**src/rtl/decoder_rr_arbiter.sv**
```systemverilog
// Four-requester round-robin arbiter with a registered index plus one-hot decoded grant,
// a hold/release handshake, an optional max-hold timeout and rotating priority.
module decoder_rr_arbiter #(
    parameter int unsigned MAX_HOLD = 8,
    parameter int unsigned CNT_W    = 4
) (
    input  logic       clk,
    input  logic       rst,
    input  logic       enable,
    input  logic [3:0] req,
    output logic [3:0] gnt,
    output logic [1:0] gnt_idx,
    output logic       gnt_valid,
    output logic       timeout,
    output logic       dbg_state,
    output logic [1:0] dbg_ptr
);

    // Handshake: requester i raises req[i] and keeps it high while it wants the slot; it owns
    // the slot while gnt[i]=1 and releases it by dropping req[i]. A grant is revoked when enable
    // falls or the hold limit is reached; every grant is followed by one idle cycle with gnt=0.

    typedef enum logic {
        IDLE  = 1'b0,
        GRANT = 1'b1
    } state_e;

    localparam logic [CNT_W-1:0] HOLD_LIM = CNT_W'(MAX_HOLD);
    localparam logic [CNT_W-1:0] CNT_SAT  = (MAX_HOLD == 0) ? {CNT_W{1'b1}} : HOLD_LIM;
    localparam logic [CNT_W-1:0] CNT_ONE  = CNT_W'(1);

    state_e           state;
    state_e           state_nxt;
    logic [1:0]       ptr;
    logic [1:0]       ptr_nxt;
    logic [CNT_W-1:0] cnt;
    logic [CNT_W-1:0] cnt_nxt;
    logic [1:0]       idx_nxt;
    logic             valid_nxt;
    logic             timeout_nxt;
    logic [3:0]       gnt_nxt;

    logic             pick_found;
    logic [1:0]       pick_idx;
    logic             holder_req;
    logic             hold_expired;
    logic             revoke;

    function automatic logic [3:0] dec2to4(input logic en, input logic [1:0] sel);
        logic [3:0] onehot;
        onehot = 4'b0000;
        if (en) begin
            case (sel)
                2'd0:    onehot = 4'b0001;
                2'd1:    onehot = 4'b0010;
                2'd2:    onehot = 4'b0100;
                default: onehot = 4'b1000;
            endcase
        end
        return onehot;
    endfunction

    // Walk offsets from the far end so the lowest offset from ptr wins.
    always_comb begin
        pick_found = 1'b0;
        pick_idx   = ptr;
        for (int k = 3; k >= 0; k--) begin
            if (req[ptr + 2'(k)]) begin
                pick_found = 1'b1;
                pick_idx   = ptr + 2'(k);
            end
        end
    end

    always_comb begin
        holder_req   = req[gnt_idx];
        hold_expired = (MAX_HOLD != 0) && (cnt == HOLD_LIM);
        revoke       = !holder_req || !enable || hold_expired;
    end

    always_ff @(posedge clk or posedge rst) begin
        if (rst) begin
            state <= IDLE;
        end else begin
            state <= state_nxt;
        end
    end

    always_comb begin
        state_nxt = state;
        case (state)
            IDLE:    if (enable && pick_found) state_nxt = GRANT;
            GRANT:   if (revoke) state_nxt = IDLE;
            default: state_nxt = IDLE;
        endcase
    end

    // Release outranks enable, which outranks the hold limit; only the last raises timeout.
    always_comb begin
        idx_nxt     = gnt_idx;
        valid_nxt   = 1'b0;
        timeout_nxt = 1'b0;
        ptr_nxt     = ptr;
        cnt_nxt     = cnt;
        case (state)
            IDLE: begin
                if (enable && pick_found) begin
                    idx_nxt   = pick_idx;
                    valid_nxt = 1'b1;
                    cnt_nxt   = CNT_ONE;
                end
            end
            GRANT: begin
                if (revoke) begin
                    ptr_nxt     = gnt_idx + 2'd1;
                    cnt_nxt     = '0;
                    timeout_nxt = holder_req && enable && hold_expired;
                end else begin
                    valid_nxt = 1'b1;
                    cnt_nxt   = (cnt == CNT_SAT) ? cnt : cnt + CNT_ONE;
                end
            end
            default: begin
                valid_nxt = 1'b0;
            end
        endcase
        gnt_nxt = dec2to4(valid_nxt, idx_nxt);
    end

    always_ff @(posedge clk or posedge rst) begin
        if (rst) begin
            gnt       <= 4'b0000;
            gnt_idx   <= 2'd0;
            gnt_valid <= 1'b0;
            timeout   <= 1'b0;
            ptr       <= 2'd0;
            cnt       <= '0;
        end else begin
            gnt       <= gnt_nxt;
            gnt_idx   <= idx_nxt;
            gnt_valid <= valid_nxt;
            timeout   <= timeout_nxt;
            ptr       <= ptr_nxt;
            cnt       <= cnt_nxt;
        end
    end

    always_comb begin
        dbg_state = (state == GRANT);
        dbg_ptr   = ptr;
    end

`ifndef SYNTHESIS
    a_gnt_onehot0 : assert property (@(posedge clk) disable iff (rst) $onehot0(gnt));
    a_gnt_decode  : assert property (@(posedge clk) disable iff (rst)
                                     gnt == dec2to4(gnt_valid, gnt_idx));
    a_timeout_idle: assert property (@(posedge clk) disable iff (rst) timeout |-> !gnt_valid);
    a_timeout_one : assert property (@(posedge clk) disable iff (rst) timeout |=> !timeout);
`endif

endmodule

```
**config.mk**
```make
export PLATFORM = sky130hd
export DESIGN_NAME = decoder_rr_arbiter
export DESIGN_NICKNAME = d
export VERILOG_FILES = /design/src/rtl/decoder_rr_arbiter.sv
export SDC_FILE = /design/constraint.sdc
export NUM_CORES = 1
export LEC_CHECK = 0
export CAP_MARGIN = 15
export CORE_UTILIZATION = 40
export DETAILED_ROUTE_END_ITERATION = 6
export GPL_ROUTABILITY_DRIVEN = 0
export PLACE_DENSITY = 0.68
export RECOVER_POWER = 50
export SYNTH_ARGS = -nofsm -noshare
export SYNTH_HDL_FRONTEND = slang
export SYNTH_SLANG_ARGS = --single-unit
```
**constraint.sdc**
```tcl
create_clock -name clk -period 4.3 [get_ports clk]
set_input_delay 0.645 -clock clk [delete_from_list [all_inputs] [get_ports clk]]
set_output_delay 0.645 -clock clk [all_outputs]
set_load 0.01 [all_outputs]
```
# Word-level counts from Yosys, hierarchy flattened
# Cells that the tools add are included.
dict set report totals {
  wordCells 63
  register_bits 14
}
dict set report classes {
  reduce_logical 10
  mux 31
  add_sub_neg 5
  n_eq_ne 5
  n_lt_le_gt_ge 5
  n_bitwise 1
}
# cell n
set op_table {}
lappend op_table {{2-to-1 mux 4 bit} 4}
lappend op_table {{less-than comparator 2 x 3 -> 1 bit, second input constant} 5}
lappend op_table {{2-to-1 mux 1 bit} 13}
lappend op_table {{2-to-1 mux 2 bit} 6}
lappend op_table {{one-hot mux 4 bit (3 select lines)} 1}
lappend op_table {{binary-select mux 1 bit (select 2 bit)} 5}
lappend op_table {{one-hot mux 4 bit (2 select lines)} 1}
lappend op_table {{adder 2 x 1 -> 2 bit, second input constant} 2}
lappend op_table {{adder 2 bit, second input constant} 2}
lappend op_table {{adder 4 x 1 -> 4 bit, second input constant} 1}
lappend op_table {{== test 4 bit, second input constant} 1}
lappend op_table {{AND reduction 2 bit} 2}
lappend op_table {{logical AND 1 bit} 3}
lappend op_table {{!= test 3 x 2 -> 1 bit, second input constant} 1}
lappend op_table {{== test 2 x 1 -> 1 bit, second input constant} 1}
lappend op_table {{== test 2 bit, second input constant} 1}
lappend op_table {{zero test 1 bit} 2}
lappend op_table {{zero test 2 bit} 1}
lappend op_table {{logical OR 1 bit} 2}
lappend op_table {{!= test 2 bit, second input constant} 1}
lappend op_table {{one-hot mux 1 bit (2 select lines)} 1}
lappend op_table {{inverter 1 bit} 1}

# Longest topological paths before layout
dict set report depth {
  word_depth 13
  mapped_depth 6
  depth_no_buf 6
}

# Worst setup path after synthesis
# Ideal clock, no wire load.
dict set report synth_path {
  kind {input to register}
  startpoint {in req[1]}
  endpoint {reg gnt[0]}
  path_buffers 1
  arrival_time_ns 1.578
  slack_ns 2.603
  path_stages 6
  required_ns 4.181
  cell_sequence {o41ai_2 > or2_0 > buf_6 > nand2_1 > o31ai_4 > o21ba_1}
}
dict set report synth_via {
  elab_chain_cells 12
  elab_cells_between_ends 32
}
# item line
set synth_rtl {}
lappend synth_rtl {{start, declared} 10} ;# input logic [3:0] req,
lappend synth_rtl {{binary-select mux 1 bit (select 2 bit)} 68} ;# if (req[ptr + 2'(k)]) begin
lappend synth_rtl {{2-to-1 mux 1 bit (not written as such)} 68}
lappend synth_rtl {{2-to-1 mux 1 bit (4 in series)} 68}
lappend synth_rtl {{logical AND 1 bit} 107} ;# if (enable && pick_found) begin
lappend synth_rtl {{2-to-1 mux 2 bit (*)} 107}
lappend synth_rtl {{2-to-1 mux 2 bit (*)} 105} ;# case (state)
lappend synth_rtl {{net idx_nxt[1]} 38} ;# logic [1:0] idx_nxt;
lappend synth_rtl {{== test 2 bit (tied with other cells)} 53} ;# case (sel)
lappend synth_rtl {{one-hot mux 4 bit (3 select lines) (*)} 53}
lappend synth_rtl {{2-to-1 mux 4 bit (*)} 52} ;# if (en) begin
lappend synth_rtl {{net gnt_nxt[0]} 41} ;# logic [3:0] gnt_nxt;
lappend synth_rtl {{end signal, assigned} 139} ;# gnt <= gnt_nxt;
lappend synth_rtl {{end, declared} 11} ;# output logic [3:0] gnt,
# The timed path passes the listed nets; every way through them passes the cells marked *. The select of a mux whose other input is x is not followed.
# A chain may end at the register's enable or synchronous reset.

# Worst setup path after layout
# Ends and elaborated chain as after synthesis.

==> impl_metrics.ini <==
[setup_path]
r2r_slack_ps = 2680
cp_slowest_stage_delay_ps = 530
path_cells = clkdlybuf4s50_1, o41ai_2, or2_0, nand2_1, o31ai_4, o21ba_1
cp_max_fo = 7
endpoint_kind = register
startpoint_type = input pin
rr_worst_depth = 5
path_buf_inv = 1
required_ps = 4470
worst-path-stages = 6
crit_type = input pin to register
cp_data_arrival_time_ps = 2440
cp_top_family = compound AO/OA/AOI/OAI gates
cpMaxStageDelayCell = clkdlybuf4s50_1

[yosys]
ys_types = 31
synthCells = 81
synthSimpleGateAreaFrac = 0.1785
netlist_area_sq_um = 792.0
synth_area_leader_cell = dfrtp_1
synth_compound_area_frac = 0.2038
synthFlopType = dfrtp_1
synthTopCellsByCount = dfrtp_1 (14), inv_1 (9), nand2_1 (9)
synth_edf_count = 0
yosysTopAreaCellShare = 0.4423
synth_top_family_by_area = compound AO/OA/AOI/OAI gates
syn-num-nets = 90
synth_warnings = 0
netlist_top_cells_area = dfrtp_1 (44%), mux2i_1 (5.1%), inv_1 (4.3%)
synth_xor_area_frac = 0.02212
avgSynthCellArea_sq_um = 9.778
synth_most_common_cell = dfrtp_1
synth_seq_cells = 14
async_flop_share = 1.000
synthAdderAreaFrac = 0.03160
synthMuxAreaShare = 0.05055
ys_seq_area_frac = 0.4423

[power_and_ir_drop]
intPower_mw = 0.3329
peakVddDrop_mv = 0.2999
finalPower_mw = 0.5419
p_sw_frac = 0.3856
seq_power_share = 0.410
pwr-share-comb = 0.457
power.share.clock = 0.133
p_per_area_nw_per_um2 = 545.5
p_sw_mw = 0.2090
leakagePower_nw = 0.4632

[layout]
final_cells = 123
n_antenna_cell = 0
fin_nets = 109
drive_gt1_frac = 0.07143
area_growth_pct = 25.43
fin_util = 0.5572
nFillCells = 177
fin_area_sq_um = 993.5

[grt]
grt_pass1_vias = 589
globalRouteOverflowTotal = 0
grt_max_degree = 15
grt_first_pass_wirelength_microns = 2766
globalRouteTotalUtil = 0.1888
antenna_found_initial = 0

[floorplan]
chipHeight_microns = 46.50
io-pin-count = 18
die-area_sq_um = 2162
fp.dieW_microns = 46.50
fp.coreArea_sq_um = 1783
initial_core_util = 0.4442
row_count = 15

[placement]
place_inst = 120
placedInstanceArea_sq_um = 970.9
numPortBuffers = 17
hpwl_microns = 1201
pre_cts_ws_ps = 1764

[drt]
wire_per_inst_microns = 13.12
vias = 648
dr.pass1.iters = 4
wl_microns = 1614
postRouteAntennaNets = 0
avgViaCountPerCell = 5.268
drc = 0
drt_iter0_markers = 12

[timing]
holdWs_ps = 558.6
setup_tns_ps = 0
period_share = 0.5277
hold_viol_final = 0
post-route-min-period_ps = 2269
finalClockSkew_ps = 4.557
max_freq_mhz = 440.7
maxSlewHeadroom = 0.6457
setup_ws_ps = 2031
setup_viol = 0
worstMarginPinSlew_ps = 530.8
rsz0062_at_grt = no
finalMaxSlewViolations = 0

[clock_tree]
clk_latency_ps = 280
cts_setup_buffers = 0
ctsResizeCount = 0
cts_hold_buf = 0
clk_path_buf_depth = 2
cts_made_buffers = 3
numClockSinks = 14
tritoncts = yes
cts_root_buffer = clkbuf_4
ctsHtreeMaxLevel = 1
clk_pin_slew_ps = 80

[min_path]
hold_depth = 1
min_path_type = register to register

[run_status]
outcome = finished, final reports clean

[run]
cap_violations = 0
layer usage:
| metal | part of all wire | wire length (microns) | GRT usage |
|---|---|---|---|
| met1 | 0.46 | 741 | 0.2440 |
| met2 | 0.49 | 795 | 0.2889 |
| met3 | 0.031 | 50 | 0.05882 |
| met4 | 0.015 | 25 | 0.07647 |
| met5 | 0 | 0 | 0 |
final timing paths:
path	from	endpoint
setup / recovery	req[1]	gnt[0]
hold / removal	cnt[2]	cnt[2]
min in group asynchronous	rst	cnt[3]
hold reg to reg	cnt[2]	cnt[2]
setup reg to reg	gnt_idx[0]	gnt[1]
max in group asynchronous	rst	dbg_ptr[0]
cell usage in the layout (no fill, tap or decap), types with 2 or more instances in the layout:
cell / Yosys / routed
nand3_1: 2 / 2
nand2b_1: 2 / 2
dfrtp_1: 14 / 14
o21ai_0: 2 / 2
dlygate4sd3_1: 0 / 6
nor2_1: 5 / 5
o22ai_1: 4 / 4
ha_1: 2 / 2
nor3b_1: 2 / 2
inv_1: 9 / 9
mux2i_1: 4 / 4
xnor2_1: 2 / 2
nor2b_1: 3 / 3
a21oi_1: 4 / 4
clkdlybuf4s50_1: 0 / 11
clkbuf_4: 0 / 3
nand2_1: 9 / 9
power by group through the flow:
stage / sequential [mW] / clock (mW) / combinational (mW)
floorplan: 0.223 / 0 / 0.155
global placement: 0.224 / 0 / 0.248
detailed placement: 0.226 / 0 / 0.253
CTS: 0.223 / 0.0763 / 0.254
global route: 0.230 / 0.0816 / 0.276
finish: 0.222 / 0.0720 / 0.248
final cells by class:
| cell class | count | area, sq um | share of cell area |
|---|---|---|---|
| sequential | 14 | 350.3 | 0.3526 |
| multi-input combinational | 55 | 385.4 | 0.3879 |
| clock buffer | 3 | 22.52 | 0.02267 |
| inverter | 9 | 33.78 | 0.03401 |
| timing repair buffer | 17 | 170.2 | 0.1713 |
| tap | 25 | 31.28 | 0.03149 |
worst reg2reg max path: cells and delay by family, from the launching register on:
family / cells / cell delay [ps]
simple gates: 3 / 580
compound gates: 2 / 490
flops: 1 / 480
cells by family after synthesis:
| kind of cell | Yosys count |
|---|---|
| mux | 4 |
| buf+inv | 12 |
| fa+ha+maj | 2 |
| simple gates | 28 |
| compound gates | 19 |
| flops | 14 |
| xor+xnor | 2 |
sequential cells by signal, indices dropped and copies added, names as in the netlist:
register,count
cnt,4
gnt,4
gnt_idx,2
gnt_valid,1
timeout,1
dbg_ptr,2
No activity file was read; power rests on OpenSTA's default activity.
